--- src/rtl/register_scoreboard.sv ---
// register_scoreboard: tracks in-flight register writes and stalls decode on pending sources or saturated destinations
// ports: clk/reset (sync, active-high); reg1/reg2 address+use, issue_valid/issue_reg_write/issue_rd from decode;
//        wb_reg_write/wb_address from writeback; stall (comb), busy_mask, in_flight, underflow_err (registered)
module register_scoreboard #(
  parameter int MAX_PENDING = 3,
  parameter int NUM_REGS = 32
) (
  input  logic                clk,
  input  logic                reset,
  input  logic [4:0]          reg1_address,
  input  logic [4:0]          reg2_address,
  input  logic                reg1_use,
  input  logic                reg2_use,
  input  logic                issue_valid,
  input  logic                issue_reg_write,
  input  logic [4:0]          issue_rd,
  input  logic                wb_reg_write,
  input  logic [4:0]          wb_address,
  output logic                stall,
  output logic [NUM_REGS-1:0] busy_mask,
  output logic [7:0]          in_flight,
  output logic                underflow_err
);
  localparam int CNT_W = $clog2(MAX_PENDING + 1);
  logic [CNT_W-1:0] pending_q [NUM_REGS];
  logic [CNT_W-1:0] pending_d [NUM_REGS];
  logic [7:0] in_flight_q, in_flight_d;
  logic underflow_q, underflow_d;
  logic dec, inc, hz1, hz2, sat;
  logic [CNT_W-1:0] eff1, eff2, eff_rd;
  assign dec = wb_reg_write && wb_address != '0 && pending_q[wb_address] != '0;
  // the register file writes on negedge, so a retiring value is already visible to this cycle's read
  assign eff1 = pending_q[reg1_address] - CNT_W'(dec && wb_address == reg1_address);
  assign eff2 = pending_q[reg2_address] - CNT_W'(dec && wb_address == reg2_address);
  assign eff_rd = pending_q[issue_rd] - CNT_W'(dec && wb_address == issue_rd);
  assign hz1 = reg1_use && reg1_address != '0 && eff1 != '0;
  assign hz2 = reg2_use && reg2_address != '0 && eff2 != '0;
  assign sat = issue_reg_write && issue_rd != '0 && eff_rd == CNT_W'(MAX_PENDING);
  assign stall = issue_valid && (hz1 || hz2 || sat);
  assign inc = issue_valid && !stall && issue_reg_write && issue_rd != '0;
  assign in_flight_d = in_flight_q + 8'(inc) - 8'(dec);
  assign underflow_d = underflow_q | (wb_reg_write && wb_address != '0 && pending_q[wb_address] == '0);
  assign in_flight = in_flight_q;
  assign underflow_err = underflow_q;
  always_comb begin
    for (int r = 0; r < NUM_REGS; r++) begin
      pending_d[r] = r == 0 ? '0 : pending_q[r] + CNT_W'(inc && issue_rd == 5'(r)) - CNT_W'(dec && wb_address == 5'(r));
      busy_mask[r] = pending_q[r] != '0;
    end
  end
  always_ff @(posedge clk) begin
    if (reset) begin
      for (int r = 0; r < NUM_REGS; r++) pending_q[r] <= '0;
      in_flight_q <= '0;
      underflow_q <= 1'b0;
    end else begin
      pending_q <= pending_d;
      in_flight_q <= in_flight_d;
      underflow_q <= underflow_d;
    end
  end
endmodule

--- config.mk ---
export PLATFORM = sky130hd
export DESIGN_NAME = register_scoreboard
export DESIGN_NICKNAME = d
export VERILOG_FILES = /design/src/rtl/register_scoreboard.sv
export SDC_FILE = /design/constraint.sdc
export NUM_CORES = 1
export LEC_CHECK = 0
export CORE_ASPECT_RATIO = 1.25
export CORE_UTILIZATION = 50
export CTS_CLUSTER_DIAMETER = 100
export CTS_CLUSTER_SIZE = 12
export DETAILED_ROUTE_END_ITERATION = 10
export PLACE_DENSITY = 0.8
export SLEW_MARGIN = 20
export SYNTH_ARGS = -nofsm -noshare
export SYNTH_HDL_FRONTEND = slang
export SYNTH_SLANG_ARGS = --single-unit
--- constraint.sdc ---
create_clock -name clk -period 7.15 [get_ports clk]
set_input_delay 1.43 -clock clk [delete_from_list [all_inputs] [get_ports clk]]
set_output_delay 1.43 -clock clk [all_outputs]
set_load 0.02 [all_outputs]
After elaboration in Yosys (flattened, before gate mapping)
Cells that the tools add are included.
- logic and storage cells: 309
- register bits after elaboration: 73
- output and inout bits: 42
- mux-type cells: 12
- equality and inequality tests: 66
- add/sub/neg operators: 67
- bitwise operators: 5
- magnitude comparators: 4
- reductions and logical operators: 121
- operators with widths (cell ; number):
    $eq A5 B5 Y1 const B ; 32
    $eq A5 B4 Y1 const B ; 16
    $logic_and A1 B1 Y1 ; 78
    $reduce_bool A2 Y1 ; 35
    $sub A2 B1 Y2 ; 34
    $add A2 B1 Y2 ; 31
    $bmux W2 S5 ; 4
    $eq A5 B3 Y1 const B ; 8
    $ge A6 B6 Y1 const B ; 4
    $not A5 Y6 ; 4
    $eq A5 B2 Y1 const B ; 4
    $reduce_bool A5 Y1 ; 4
    $mux W2 ; 8
    $eq A5 B5 Y1 ; 3
    $eq A5 B1 Y1 const B ; 2
    $add A8 B1 Y8 ; 1
    $sub A8 B1 Y8 ; 1
    $eq A2 B2 Y1 const B ; 1
    $logic_not A2 Y1 ; 1
    $logic_or A1 B1 Y1 ; 2
    $logic_not A1 Y1 ; 1
    $or A1 B1 Y1 ; 1

Longest topological paths before layout
Gate-level depths: netlist of run 1.
- depth in word-level cells: 20
- depth in mapped cells: 26

Least setup slack after synthesis of run 1
Ideal clock, no wire load.
- path type: input to register
- start: input issue_rd[0]
- end: register in_flight_q[7] (netlist: in_flight[7])
- setup time: 0.121 ns
- arrival time: 5.977 ns
- stages: 20
- path slack: 1.053 ns
- required time: 7.029 ns
- cell sequence: clkbuf_1 clkbuf_1 mux4_2 mux4_2 mux2i_1 ha_1 nor3b_1 a211oi_4 buf_6 nand3_1 ha_1 inv_1 ha_1 a21o_1 a21oi_1 o21bai_1 a21oi_1 o21bai_1 a21oi_1 mux2_2
- longest elaborated chain between the ends: 15
- elaborated cells on any way between the ends: 19
- RTL lines (what ; RTL line ; text):
    start, declared ; 16 ; input logic [4:0] issue_rd,
    $not A5 Y6 (implied by the code) ; 35 ; assign eff_rd = pending_q[issue_rd] - CNT_W'(dec && wb_address == issue_rd);
    $bmux W2 S5 ; 35 ;
    $mux W2 (implied by the code) (2 in a row) ; 35 ;
    $sub A2 B1 Y2 ; 35 ;
    $eq A2 B2 Y1 ; 38 ; assign sat = issue_reg_write && issue_rd != '0 && eff_rd == CNT_W'(MAX_PENDING);
    $logic_and A1 B1 Y1 ; 38 ;
    $logic_or A1 B1 Y1 ; 39 ; assign stall = issue_valid && (hz1 || hz2 || sat);
    $logic_and A1 B1 Y1 ; 39 ;
    $logic_not A1 Y1 ; 40 ; assign inc = issue_valid && !stall && issue_reg_write && issue_rd != '0;
    $logic_and A1 B1 Y1 (2 in a row) ; 40 ;
    $logic_and A1 B1 Y1 (*) ; 40 ;
    $add A8 B1 Y8 (*) ; 41 ; assign in_flight_d = in_flight_q + 8'(inc) - 8'(dec);
    $sub A8 B1 Y8 (*) ; 41 ;
    end signal, assigned ; 58 ; in_flight_q <= in_flight_d;
    end, declared ; 27 ; logic [7:0] in_flight_q, in_flight_d;
Every way passes the cells marked *; elsewhere a longest branch is shown, timed or not. The select of a mux whose other input is x is not followed.
A chain may end at the register's enable or synchronous reset.

Worst setup path after layout of run 1
- start: input wb_address[1]
- end: output stall
- longest elaborated chain between the ends: 13
- elaborated cells on any way between the ends: 26
- RTL lines (what ; RTL line ; text):
    start, declared ; 18 ; input logic [4:0] wb_address,
    $not A5 Y6 (implied by the code) ; 31 ; assign dec = wb_reg_write && wb_address != '0 && pending_q[wb_address] != '0;
    $bmux W2 S5 ; 31 ;
    $mux W2 (implied by the code) (2 in a row) ; 31 ;
    $reduce_bool A2 Y1 ; 31 ;
    $logic_and A1 B1 Y1 ; 31 ;
    $logic_and A1 B1 Y1, on equally long branches ; 33, 34 ;
    $sub A2 B1 Y2, on equally long branches ; 33, 34 ;
    $reduce_bool A2 Y1, on equally long branches ; 36, 37 ;
    $logic_and A1 B1 Y1, on equally long branches ; 36, 37 ;
    $logic_or A1 B1 Y1 ; 39 ;
    $logic_or A1 B1 Y1 (*) ; 39 ;
    $logic_and A1 B1 Y1 (*) ; 39 ;
    end, declared ; 19 ; output logic stall,
Marks and branches as above.

==> results_dict.tcl, run 1 <==
set metrics [dict create \
    outcome "finished, final reports clean" \
    vdd_drop_max_mv 0.2043 \
    synth_top_cell_by_area "dfxtp_1" \
    worst-setup-path-type "primary input to output pin" \
    final_cells 932 \
    rsz0062_at_grt "false" \
    r2r-start "pending_q[50]$_SDFF_PP0_" \
    finalCriticalPeriod_ps 6873 \
    wl_met1_um 6965 \
    route.detailed.wl_per_inst_um 20.52 \
    synth_top_area_share_pct 21.21 \
    worstHoldPathCells 2 \
    top_layer_used "met4" \
    yosys.cell_count.top_type "nor2_1" \
    hold_buffers 0 \
    netlist_top_cells_count "nor2_1 (79), dfxtp_1 (71), ha_1 (71)" \
    cap_viol_max_count 0 \
    rows 46 \
    arrival_ps 5440 \
    post_cts_buffers 0 \
    antenna_found_initial 0 \
    cts_buffer_depth 2 \
    wl_met3_um 1757 \
    critPathMaxFanout 8 \
    fin_setup_tns_ps 0 \
    drt_iter0_drc 475 \
    synth_top_flop_cell "dfxtp_1" \
    fmax_mhz 145.5 \
    layout-drive-gt1-share_pct 17.02 \
    track_usage_pct 28.54 \
    setup_viol 0 \
    drt-pass1-iter-count 7 \
    pwr_density_cell_mw_per_mm2 156.9 \
    cts_tree "yes" \
    wirelength_um 19120 \
    worst_path_most_repeated_cell "clkdlybuf4s50_1" \
    setup_ws_ps 276.6 \
    fp.dieH_um 131.4 \
    dp.final_hpwl_um 14670 \
    yosysSeqAreaShare_pct 21.21 \
    finalClockSkew_ps 13.18 \
    root_buffer "clkbuf_16" \
    fin_crit_sh_pct 96.13 \
    hold-path-endpoint "pending_q[37]$_SDFF_PP0_" \
    rr_endpoint "in_flight[7]$_SDFF_PP0_" \
    wl_met2_um 9188 \
    ys_warn_count 0 \
    startpoint_type "primary input" \
    seqCellArea_mm2 0.001421 \
    p_leak_nw 3.565 \
    synth-seq-cells 71 \
    syn_area_mm2 0.006700 \
    path_cells "clkdlybuf4s50_1 -> buf_4 -> nor3_1 -> a2111oi_0 -> a311oi_1 -> and3_1 -> or3_1 -> nor4_1 -> ha_1 -> nor3b_1 -> a211oi_4 -> a21boi_1 -> clkdlybuf4s50_1" \
    slew_viol_final 0 \
    dp_slack_ps 355.0 \
    yosysUniqueCellTypes 52 \
    core_area_mm2 0.01289 \
    ant_nets 0 \
    min_from "pending_q[37]$_SDFF_PP0_" \
    synth_nets 813 \
    cts.repair.resized 0 \
    synth_area_leaders "dfxtp_1 (21%), mux4_2 (16%), ha_1 (13%)" \
    reg2reg_setup_slack_ps 2240 \
    rr_worst_depth 20 \
    drc 0 \
    dieWidth_um 105.5 \
    nFillCells 1064 \
    final_nets 858 \
    ios 69 \
    cp-end-kind "output pin" \
    final_area_mm2 0.007752 \
    grt_start_max_net_pins 73 \
    syn_avg_cell_area_um2 9.384 \
    clkTransAtPathRegs_ps 60 \
    finalHoldViolCount 0 \
    multiInputGateArea_mm2 0.004830 \
    crit_slowest_cell "clkdlybuf4s50_1" \
    cpPeakStageDelay_ps 690 \
    grt_pass1_vias 5705 \
    start_util_pct 51.97 \
    maxSlewHeadroom_pct 45.73 \
    synthCells 714 \
    synth-edff-count 0 \
    crit_required_ps 5720 \
    dp.cells 916 \
    synthArstFlopShare_pct 0 \
    total_power_mw 1.216 \
    dpl_cell_area_mm2 0.007461 \
    insertion_delay_ps 350 \
    num_antenna_cells 0 \
    hold_class "register to register" \
    gp_congestion 1.005 \
    cts_buffers 9 \
    grt_overflow_total 0 \
    worst_pin_slew_ps 811.5 \
    cts_sinks 71 \
    vias 5849 \
    numPortBuffers 67 \
    h-tree-depth 3 \
    die_area_mm2 0.01387 \
    area_growth_pct 15.71 \
    grt_pass1_wl_um 30330 \
    viasPerCell 6.276 \
]
## per-layer routing
| layer | global-route usage (%) | vias up |
|---|---|---|
| li1 | - | 2599 |
| met1 | 34.58 | 2775 |
| met2 | 46.56 | 376 |
| met3 | 4.712 | 99 |
| met4 | 18.67 | 0 |
| met5 | 0 | - |
## cell usage in the layout, fill, tap and decap left out, types with 19 or more instances in the layout
cell type	n
nor2_1	79
mux4_2	47
xnor2_1	44
nand3_1	37
ha_1	71
xor2_1	39
dfxtp_1	71
nor4_1	19
buf_4	20
clkdlybuf4s50_1	66
inv_1	49
nor2b_1	37
or2_2	31
## power by group
part	internal (mW)	switching, mW	total (mW)
clock	0.242	0.203	0.446
combinational	0.157	0.182	0.339
sequential	0.415	0.0166	0.431
total	0.814	0.402	1.22
## flip-flops by register name, indices dropped and copies added (netlist names)
register       flops
pending_q         62
in_flight          8
underflow_err      1
## how the worst max path moves through the flow
stage | from | to | slack (ps) | cells after the start
final | wb_address[1] | stall | 280 | 13
after global routing | wb_address[1] | stall | 90 | 13
after CTS | wb_address[1] | stall | 330 | 13
after detailed placement | wb_address[1] | stall | 350 | 13
after global placement | wb_address[1] | stall | 440 | 13
after floorplan | issue_rd[0] | in_flight[7]$_SDFF_PP0_ | 1050 | 20
## area by class of cell
cell class	count	share of cell area, %
Timing Repair Buffer	87	10.52
Multi-Input combinational cell	541	62.30
Clock inverter	7	0.8554
Tap cell	168	2.711
Clock buffer	9	2.905
Inverter	49	2.372
Sequential cell	71	18.33
## per-stage QoR
step	util, %	hold slack, ps
2_1_floorplan	-	519.3
3_3_place_gp	57.87	548.3
3_5_place_dp	57.87	567.5
4_1_cts	60.13	581.6
5_1_grt	60.13	616.6
6_report	60.13	585.9
## worst max-delay path, delay by kind of cell
kind | cells | cell delay, ps
buffers and inverters | 3 | 1550
AND/OR/NAND/NOR | 5 | 1270
AO/OA/AOI/OAI | 4 | 890
adder cells (fa/ha/maj) | 1 | 290
## cell families (layout without fill, tap and decap cells)
| kind of cell | Yosys count | after routing | share of synthesized area [%] |
|---|---|---|---|
| AND/OR/NAND/NOR | 271 | 271 | 21.12 |
| buffers and inverters | 102 | 152 | 6.760 |
| XOR/XNOR | 83 | 83 | 10.85 |
| multiplexers | 79 | 79 | 22.39 |
| adder cells (fa/ha/maj) | 72 | 72 | 13.56 |
| flip-flops | 71 | 71 | 21.21 |
| AO/OA/AOI/OAI | 35 | 35 | 4.052 |
| other | 1 | 1 | 0.05597 |
No activity file was read; power rests on OpenSTA's default activity.
==> run 2, diff against run 1 <==
Settings changed: CAP_MARGIN from default to 15, CORE_ASPECT_RATIO 1.25 to default.
==> run 2 against run 1 <==
Critical path depth down 1. First-iteration DRC count rose by 27%. Combinational power about the same. Fmax shrank 0.28%. Cell count is 0.43% higher. Clock skew fell by 2.4 ps. Flip-flop and latch count unchanged. Critical path type unchanged. Largest power group unchanged.
==> results_dict.tcl, run 2 (synthesized netlist as in run 1, its figures left out) <==
set metrics [dict create \
    nFillCells 1075 \
    grt_pass1_wl_um 32060 \
    fin_crit_sh_pct 96.40 \
    cts_buffer_depth 2 \
    gp_congestion 1.007 \
    worst_pin_slew_ps 841.9 \
    dieWidth_um 117.8 \
    finalCriticalPeriod_ps 6892 \
    final_util_pct 60.72 \
    slew_viol_final 0 \
    cap_viol_max_count 0 \
    cts.repair.resized 0 \
    largest_register_ffs 62 \
    cts_buffers 9 \
    grt_pass1_vias 5922 \
    crit_required_ps 5720 \
    ant_nets 0 \
    cts_sinks 71 \
    ios 69 \
    root_buffer "clkbuf_16" \
    hold_class "register to register" \
    grt_overflow_total 0 \
    route.detailed.wl_per_inst_um 21.60 \
    hold_buffers 0 \
    die_area_mm2 0.01387 \
    maxSlewHeadroom_pct 43.70 \
    drt-pass1-iter-count 6 \
    fp.dieH_um 117.8 \
    vdd_drop_max_mv 0.2131 \
    num_antenna_cells 0 \
    setup_viol 0 \
    final_nets 858 \
    outcome "finished, final reports clean" \
    pwr_density_cell_mw_per_mm2 164.0 \
    rows 41 \
    fmax_mhz 145.1 \
    rsz0062_at_grt "false" \
    start_util_pct 52.24 \
    final_common_cell "nor2_1" \
    dp.final_hpwl_um 15140 \
    cts_tree "yes" \
    critPathMaxFanout 7 \
    startpoint_type "primary input" \
    drt_iter0_drc 601 \
    numPortBuffers 67 \
    most-common-layout-cells "nor2_1 (79), ha_1 (71), dfxtp_1 (71)" \
    drc 0 \
    wirelength_um 20220 \
    p_leak_nw 3.580 \
    vias 5892 \
    max_flop_register "pending_q" \
    cp-end-kind "output pin" \
    arrival_ps 5460 \
    track_usage_pct 30.47 \
    grt_start_max_net_pins 73 \
    viasPerCell 6.295 \
    finalClockSkew_ps 10.77 \
    insertion_delay_ps 360 \
    clkTransAtPathRegs_ps 60 \
    worst-setup-path-type "primary input to output pin" \
    post_cts_buffers 0 \
    fin_setup_tns_ps 0 \
    h-tree-depth 3 \
    finalHoldViolCount 0 \
    area_growth_pct 16.23 \
    antenna_found_initial 0 \
    core_area_mm2 0.01282 \
    layout-drive-gt1-share_pct 16.88 \
]
[run 2: final timing paths]
check | start | endpoint | slack (ps) | depth (start not counted)
max reg2reg | pending_q[51]$_SDFF_PP0_ | in_flight[7]$_SDFF_PP0_ | 2170 | 20
min | pending_q[35]$_SDFF_PP0_ | pending_q[35]$_SDFF_PP0_ | 590 | 2
min reg2reg | pending_q[35]$_SDFF_PP0_ | pending_q[35]$_SDFF_PP0_ | 590 | 2
max | wb_address[1] | stall | 260 | 12
[run 2: worst max-delay path, stage by stage]
cell,delay [ps]
clkdlybuf4s50_1,590
buf_4,260
a2111oi_0,520
a311oi_1,90
and3_1,230
or3_1,340
nor4_1,320
ha_1,280
nor3b_1,350
a211oi_4,120
a21boi_1,270
clkdlybuf4s50_1,660
[run 2: final cells by class]
type / count / area [um2] / area share (%)
Inverter: 49 / 183.9 / 2.362
Multi-Input combinational cell: 541 / 4830 / 62.02
Tap cell: 172 / 215.2 / 2.763
Sequential cell: 71 / 1421 / 18.25
Timing Repair Buffer: 87 / 815.8 / 10.48
Clock buffer: 10 / 229.0 / 2.940
Clock inverter: 6 / 92.59 / 1.189
[run 2: per-layer routing]
metal / vias to the layer above / GRT usage (%) / part of all wire, %
met2: 405 / 46.07 / 45
met3: 85 / 11.19 / 12
li1: 2599 / - / -
met4: 0 / 15.63 / 4.8
met5: - / 0 / 0
met1: 2803 / 37.92 / 38
[run 2: report_power, final]
part           leakage, nW  total, mW  internal [mW]  switching, mW
clock                0.150      0.503          0.308          0.195
combinational         2.86      0.342          0.157          0.186
sequential           0.574      0.432          0.415         0.0168
[run 2: stage by stage]
step | hold slack, ps | setup WS (ps) | total power, mW | cells | cell area [um2]
CTS | 585.5 | 324.2 | 1.287 | 936 | 7787
detailed placement | 571.2 | 328.3 | 0.7797 | 920 | 7466
global route | 611.9 | 17.06 | 1.340 | 936 | 7787
floorplan | 519.3 | 1053 | 0.6785 | 714 | 6700
global placement | 554.5 | 481.4 | 0.7654 | 920 | 7466
finish | 592.1 | 257.5 | 1.277 | 936 | 7787
